===== src/rtl/multdiv_pkg.sv =====
// -----------------------------------------------------------------------------
// multdiv_pkg
// Shared definitions for the divide issue controller:
//   - div_state_t   : FSM state encoding (IDLE, START, WAIT, DONE)
//   - RSTATUS_REG   : register that receives the exception code (r30)
//   - DIV_EXC_CODE  : value written to RSTATUS_REG on a divide exception
//   - DEFAULT_TIMEOUT_CYCLES : default WAIT-state limit for the optional
//                              watchdog (DIV_ISSUE_CTRL_TIMEOUT_EN)
//   - wb_t / make_wb : writeback request record and its selection helper
// -----------------------------------------------------------------------------
package multdiv_pkg;

  typedef enum logic [1:0] {
    ST_IDLE  = 2'd0,
    ST_START = 2'd1,
    ST_WAIT  = 2'd2,
    ST_DONE  = 2'd3
  } div_state_t;

  localparam logic [4:0]  RSTATUS_REG            = 5'd30;
  localparam logic [31:0] DIV_EXC_CODE           = 32'd5;
  localparam int          DEFAULT_TIMEOUT_CYCLES = 40;

  typedef struct packed {
    logic [4:0]  rd;
    logic [31:0] data;
  } wb_t;

  // An exception redirects the writeback to the status register with a
  // fixed code; the original destination is dropped entirely.
  function automatic wb_t make_wb(input logic        exc,
                                  input logic [4:0]  rd,
                                  input logic [31:0] quotient);
    wb_t w;
    if (exc) begin
      w.rd   = RSTATUS_REG;
      w.data = DIV_EXC_CODE;
    end else begin
      w.rd   = rd;
      w.data = quotient;
    end
    return w;
  endfunction

endpackage


===== src/rtl/div_timeout_ctr.sv =====
// -----------------------------------------------------------------------------
// div_timeout_ctr
// WAIT-state watchdog counter for div_issue_ctrl. Counts enabled cycles and
// raises term_o during the LIMIT-th consecutive enabled cycle, so the owner
// can leave WAIT on that same edge.
// Only instantiated when DIV_ISSUE_CTRL_TIMEOUT_EN is defined.
//
// Ports:
//   clk_i   : clock, rising edge
//   rst_i   : synchronous active-high reset
//   en_i    : count this cycle (controller is in WAIT with no div_ready)
//   clr_i   : clear count (controller not in WAIT)
//   term_o  : terminal flag, high in the LIMIT-th counted cycle
// -----------------------------------------------------------------------------
module div_timeout_ctr
  import multdiv_pkg::*;
#(
  parameter int LIMIT = DEFAULT_TIMEOUT_CYCLES
) (
  input  logic clk_i,
  input  logic rst_i,
  input  logic en_i,
  input  logic clr_i,
  output logic term_o
);

  localparam int CW = (LIMIT < 2) ? 1 : $clog2(LIMIT + 1);
  localparam logic [CW-1:0] LAST = CW'(LIMIT - 1);

  logic [CW-1:0] count_q;
  logic [CW-1:0] count_d;
  logic          at_last;

  assign at_last = (count_q == LAST);
  assign term_o  = en_i && at_last;

  always_comb begin
    count_d = count_q;
    if (clr_i) begin
      count_d = '0;
    end else if (en_i && !at_last) begin
      count_d = count_q + CW'(1);
    end
  end

  always_ff @(posedge clk_i) begin
    if (rst_i) begin
      count_q <= '0;
    end else begin
      count_q <= count_d;
    end
  end

endmodule


===== src/rtl/div_issue_ctrl.sv =====
// -----------------------------------------------------------------------------
// div_issue_ctrl
// Issue/writeback controller that sits between the execute stage and an
// iterative divider. Accepts a div from execute, stalls the front of the
// pipeline, launches the divider with a one-cycle start pulse, waits for the
// done strobe and presents a one-cycle writeback request to the regfile.
// Divide-by-zero or a divider exception redirects the writeback to r30 with
// exception code 5.
//
// Optional build macro: DIV_ISSUE_CTRL_TIMEOUT_EN
//   When defined, a watchdog (div_timeout_ctr) forces an exception writeback
//   after TIMEOUT_CYCLES WAIT cycles without div_ready. The port list is the
//   same in both builds.
//
// Handshake: issue_valid is a level held by execute while stalled; the
// controller accepts it in IDLE only. div_start is a single-cycle pulse;
// div_ready is a single-cycle done strobe honoured only in WAIT. wb_valid is a
// single-cycle request with no back-pressure; the regfile must take it.
//
// Ports:
//   clock, reset          : clock and synchronous active-high reset
//   issue_valid           : execute holds a div instruction
//   issue_a, issue_b      : dividend / divisor (two's complement)
//   issue_rd              : destination register
//   flush                 : cancel any in-flight div
//   stall                 : freeze stages at and before execute
//   busy                  : controller not in IDLE
//   div_start             : one-cycle start pulse to the divider
//   div_a, div_b          : latched operands to the divider
//   div_out               : divider quotient
//   div_exp, div_ready    : divider exception flag and done strobe
//   wb_valid/wb_rd/wb_data: one-cycle writeback request
//   dbg_state             : current FSM state (debug observation only)
// -----------------------------------------------------------------------------
module div_issue_ctrl
  import multdiv_pkg::*;
#(
  parameter int TIMEOUT_CYCLES = DEFAULT_TIMEOUT_CYCLES
) (
  input  logic        clock,
  input  logic        reset,
  input  logic        issue_valid,
  input  logic [31:0] issue_a,
  input  logic [31:0] issue_b,
  input  logic [4:0]  issue_rd,
  input  logic        flush,
  output logic        stall,
  output logic        busy,
  output logic        div_start,
  output logic [31:0] div_a,
  output logic [31:0] div_b,
  input  logic [31:0] div_out,
  input  logic        div_exp,
  input  logic        div_ready,
  output logic        wb_valid,
  output logic [4:0]  wb_rd,
  output logic [31:0] wb_data,
  output logic [1:0]  dbg_state
);

  div_state_t  state_q, state_d;
  logic [31:0] a_q, a_d;
  logic [31:0] b_q, b_d;
  logic [4:0]  rd_q, rd_d;
  logic [4:0]  wb_rd_q, wb_rd_d;
  logic [31:0] wb_data_q, wb_data_d;

  logic accept;
  logic capture;
  logic force_exc;
  logic timeout_hit;
  wb_t  wb_next;

  // ---------------------------------------------------------------------------
  // Watchdog
  // ---------------------------------------------------------------------------
`ifdef DIV_ISSUE_CTRL_TIMEOUT_EN
  logic tmo_en;
  logic tmo_clr;

  // Flush leaves WAIT on its own, so it must not also count as a wait cycle.
  assign tmo_en  = (state_q == ST_WAIT) && !div_ready && !flush;
  assign tmo_clr = (state_q != ST_WAIT);

  div_timeout_ctr #(
    .LIMIT (TIMEOUT_CYCLES)
  ) u_timeout (
    .clk_i  (clock),
    .rst_i  (reset),
    .en_i   (tmo_en),
    .clr_i  (tmo_clr),
    .term_o (timeout_hit)
  );
`else
  // Without the watchdog WAIT only ends on div_ready, flush or reset. The
  // limit is a non-negative count, so this term is constant low.
  assign timeout_hit = (TIMEOUT_CYCLES < 0);
`endif

  // ---------------------------------------------------------------------------
  // Next-state and output decode
  // ---------------------------------------------------------------------------
  always_comb begin
    state_d   = state_q;
    accept    = 1'b0;
    capture   = 1'b0;
    force_exc = 1'b0;
    stall     = 1'b0;
    div_start = 1'b0;
    wb_valid  = 1'b0;

    unique case (state_q)
      ST_IDLE: begin
        // Stall must rise in the accept cycle itself so execute holds the
        // instruction steady while its operands are latched.
        if (issue_valid && !flush) begin
          accept  = 1'b1;
          stall   = 1'b1;
          state_d = ST_START;
        end
      end
      ST_START: begin
        div_start = 1'b1;
        stall     = !flush;
        state_d   = flush ? ST_IDLE : ST_WAIT;
      end
      ST_WAIT: begin
        stall = !flush;
        if (flush) begin
          state_d = ST_IDLE;
        end else if (div_ready) begin
          capture = 1'b1;
          state_d = ST_DONE;
        end else if (timeout_hit) begin
          capture   = 1'b1;
          force_exc = 1'b1;
          state_d   = ST_DONE;
        end
      end
      ST_DONE: begin
        // Writeback is already committed here; a flush cannot retract it.
        wb_valid = 1'b1;
        state_d  = ST_IDLE;
      end
      default: begin
        state_d = ST_IDLE;
      end
    endcase

    // Reset wins over any accept, capture or stall request in the same cycle.
    if (reset) begin
      state_d   = ST_IDLE;
      accept    = 1'b0;
      capture   = 1'b0;
      force_exc = 1'b0;
      stall     = 1'b0;
    end
  end

  // ---------------------------------------------------------------------------
  // Datapath next values
  // ---------------------------------------------------------------------------
  always_comb begin
    a_d       = a_q;
    b_d       = b_q;
    rd_d      = rd_q;
    wb_rd_d   = wb_rd_q;
    wb_data_d = wb_data_q;
    wb_next   = make_wb(force_exc || div_exp || (b_q == 32'd0), rd_q, div_out);

    if (accept) begin
      a_d  = issue_a;
      b_d  = issue_b;
      rd_d = issue_rd;
    end
    if (capture) begin
      wb_rd_d   = wb_next.rd;
      wb_data_d = wb_next.data;
    end
  end

  always_ff @(posedge clock) begin
    if (reset) begin
      state_q   <= ST_IDLE;
      a_q       <= '0;
      b_q       <= '0;
      rd_q      <= '0;
      wb_rd_q   <= '0;
      wb_data_q <= '0;
    end else begin
      state_q   <= state_d;
      a_q       <= a_d;
      b_q       <= b_d;
      rd_q      <= rd_d;
      wb_rd_q   <= wb_rd_d;
      wb_data_q <= wb_data_d;
    end
  end

  assign busy      = (state_q != ST_IDLE);
  assign div_a     = a_q;
  assign div_b     = b_q;
  assign wb_rd     = wb_rd_q;
  assign wb_data   = wb_data_q;
  assign dbg_state = state_q;

endmodule


===== config.mk =====
export PLATFORM = sky130hd
export DESIGN_NAME = div_issue_ctrl
export DESIGN_NICKNAME = d
export VERILOG_FILES = /design/src/rtl/multdiv_pkg.sv /design/src/rtl/div_timeout_ctr.sv /design/src/rtl/div_issue_ctrl.sv
export SDC_FILE = /design/constraint.sdc
export NUM_CORES = 1
export LEC_CHECK = 0
export BUFFER_PORTS_ARGS = -buffer_cell sky130_fd_sc_hd__buf_2
export CORE_MARGIN = 5
export CORE_UTILIZATION = 30
export CTS_BUF_LIST = sky130_fd_sc_hd__clkbuf_8
export DETAILED_ROUTE_END_ITERATION = 12
export HOLD_SLACK_MARGIN = 0.12
export PLACE_DENSITY = 0.59
export SLEW_MARGIN = 40
export SYNTH_ARGS = -nofsm -noshare
export SYNTH_HDL_FRONTEND = slang
export SYNTH_SLANG_ARGS = --single-unit

===== constraint.sdc =====
create_clock -name clock -period 1.75 [get_ports clock]
set_input_delay 0.35 -clock clock [delete_from_list [all_inputs] [get_ports clock]]
set_output_delay 0.35 -clock clock [all_outputs]
set_load 0.01 [all_outputs]

==> summary.txt <==
Outcome
  – Outcome: finished with violations
  – Failing checks: setup timing

Timing
  – Final WS setup: -46.4 ps
  – Final Hold Vio Count: 0
  – Sum of negative setup slack: -46.4 ps
  – Slew margin rel.: 0.760
  – Final min period: 1800 ps
  – Fmax: 557 MHz
  – RSZ-0062 raised after global routing: true
  – Tcrit/Tclk final: 1.03
  – Final setup viols: 1
  – Slew Viols, Final: 0
  – Layout Skew: 11.0 ps
  – Worst slew pin tran: 361 ps

Worst setup path
  – Worst Path Required: 1400 ps
  – Crit path DAT: 1450 ps
  – Startpoint Class: flip-flop
  – Crit path from: dbg_state[0]$_SDFFE_PP0P_
  – WS Path Type: reg -> out
  – Worst R2R Setup Slack: 80 ps
  – Crit Reg-Reg Endpoint: wb_data[12]$_SDFFE_PP0P_
  – Crit. End Element: output port
  – Worst-path maximum fanout: 2
  – CP endpoint: stall
  – Worst R2R Start: dbg_state[0]$_SDFFE_PP0P_
  – R2R cell count: 9

Floorplanning
  – Die width: 123 um
  – Starting density of the core: 0.304
  – Die footprint: 15,100 sq um
  – Die H: 123 um
  – Core footprint: 12,600 sq um
  – Row count: 41
  – I/O pins: 214

Clock network
  – Root Buffer: clkbuf_8
  – Maximum clock path buffer count: 2
  – CTS clk-pin slew, worst paths: 110 ps
  – CTS buffer count: 9
  – CTS sink count: 108
  – CTS tree: done
  – Clk_lat worst skew: 390 ps
  – H-tree levels: 3

Global route
  – Total grt overflow: 0
  – GRT Total Usage: 0.151
  – Largest net degree at the start of global routing: 80
  – Vias in the first global route: 3,602
  – Initial antenna violation count: 2
  – First-pass GRT wire length: 17,700 um

Placement
  – Placed insts: 832
  – Port bufs: 213
  – Post-DP Area: 5370 sq um
  – Gpl congestion: 0.723
  – HPWL after detailed placement: 8910 um

Synthesis
  – Top post-synthesis cells by area: dfxtp_1, nand2_1, a21oi_1
  – Synth cell types: 23
  – Mapped cell area: 3830 sq um
  – Mapped Cells: 433
  – Synthesized net count: 545
  – Yosys warning total: 0
  – Synth top area share: 0.565
  – Yosys reg bits: 108
  – Register area share after synthesis: 0.565
  – Mean post-synth cell area: 8.84 sq um
  – Largest area contributor in the netlist: dfxtp_1

Finish
  – Layout Nets: 790
  – Layout cell share with drive strength beyond 1: 0.441
  – Total inserted antenna cells: 0
  – Commonest cells after routing, fill and taps aside: buf_2, nand2_1, dfxtp_1
  – Commonest non-fill, non-tap cell in the layout: buf_2
  – Non-Filler Instances: 855
  – Area growth, synth to finish: 48.4%
  – Fin area: 5680 sq um

Pwr
  – Max VDD drop: 0.538 mV
  – NetSw: 1.33 mW
  – Leak pwr: 2.71 nW
  – Sw frac: 0.271
  – PwrDens: 865 nW/um^2
  – Comb pwr share: 0.157
  – Clock network fraction of design power: 0.314
  – Sequential Power Share: 0.529
  – Power Internal: 3.58 mW

Routing
  – DR iter-0 viols: 122
  – Antenna-violating nets left: 0
  – Vias post-DR: 3,821
  – Drc violations: 0
  – Routed WL per cell: 13.8 um
  – Vias per std cell: 4.47
  – Overall routed net length: 11,800 um
  – First-pass iteration count of the detailed router: 4

Min path
  – Hold path start: div_out[22]
  – Worst hold path class: in -> reg

Job
  – Max_cap viols: 0
==> worst min-delay path by stage <==
stage                                          end  slack [ps]  depth (start not counted)
after floorplan               rd_q[1]$_SDFFE_PP0P_         440                          2
after global placement       div_a[7]$_SDFFE_PP0P_         440                          2
after detailed placement    div_a[14]$_SDFFE_PP0P_         450                          2
after CTS                 wb_data[11]$_SDFFE_PP0P_         140                          2
after global routing      wb_data[22]$_SDFFE_PP0P_         120                          2
final                     wb_data[22]$_SDFFE_PP0P_         170                          2
==> metrics by stage <==
step / hold WS (ps) / utilization / worst slack, ps / total power [mW]
3_3_place_gp: 438 / 0.425 / -379 / 3.39
4_1_cts: 139 / 0.449 / -82.0 / 5.00
2_1_floorplan: 436 / - / 23.5 / 3.00
6_report: 170 / 0.452 / -46.4 / 4.91
5_1_grt: 125 / 0.452 / -162 / 5.19
3_5_place_dp: 445 / 0.427 / -144 / 3.39
==> power groups by stage <==
| stage | Combinational (mW) | Clock [mW] | Sequential, mW |
|---|---|---|---|
| 2_1_floorplan | 0.300 | 0 | 2.70 |
| 3_3_place_gp | 0.739 | 0 | 2.65 |
| 3_5_place_dp | 0.741 | 0 | 2.65 |
| 4_1_cts | 0.780 | 1.62 | 2.60 |
| 5_1_grt | 0.854 | 1.73 | 2.61 |
| 6_report | 0.771 | 1.54 | 2.60 |
==> state kept, by name, indices dropped and copies added (netlist names) <==
signal	cells
wb_rd	5
wb_data	32
dbg_state	2
div_b	32
rd_q	5
div_a	32
==> worst max-delay path: stages, from the launching register on <==
cell and delay (ps):
dfxtp_2 350, inv_2 40, buf_6 110, ha_4 230, a21oi_2 140, nor3_2 40
buf_2 150
==> cells by family after synthesis <==
logic type | Yosys count | synth area share
fa+ha+maj | 5 | 0.0164
compound gates | 110 | 0.183
buf+inv | 36 | 0.0464
mux | 1 | 0.00262
flops | 108 | 0.565
simple gates | 173 | 0.186
==> Yosys cell counts (all sizes together) <==
master,instances
nand2,138
dfxtp,108
a21oi,71
a22o,31
buf,17
clkbuf,15
nor2,11
nor3,9
nor4,8
a211oi,7
ha,5
inv,4
and4,2
nand2b,2
a221oi,1
and3b,1
mux2i,1
nand3,1
nor3b,1
==> what timing repair did <==
item | in CTS | in global routing
gates resized for setup | 17 | 2
setup endpoints to repair | 25 | 14
setup buffers | 4 | 3
hold buffers | 0 | 0
pin swaps | 4 | 0
==> per-layer routing <==
layer / global-route usage / share of wire / vias to the layer above
li1: - / - / 1949
met1: 0.167 / 0.39 / 1709
met2: 0.256 / 0.48 / 142
met3: 0.0723 / 0.11 / 17
met4: 0.0511 / 0.016 / 4
met5: 0 / 0.0017 / -
==> final cells by class <==
cell class | count | area (sq um)
multi-input cells | 289 | 1550
inverters | 4 | 20.0
clock inverters | 7 | 77.6
fillers | 1251 | 6890
flip-flops and latches | 108 | 2160
clock buffers | 9 | 124
well taps | 172 | 215
repair buffers | 266 | 1530
(Power assumes the default switching activity.)
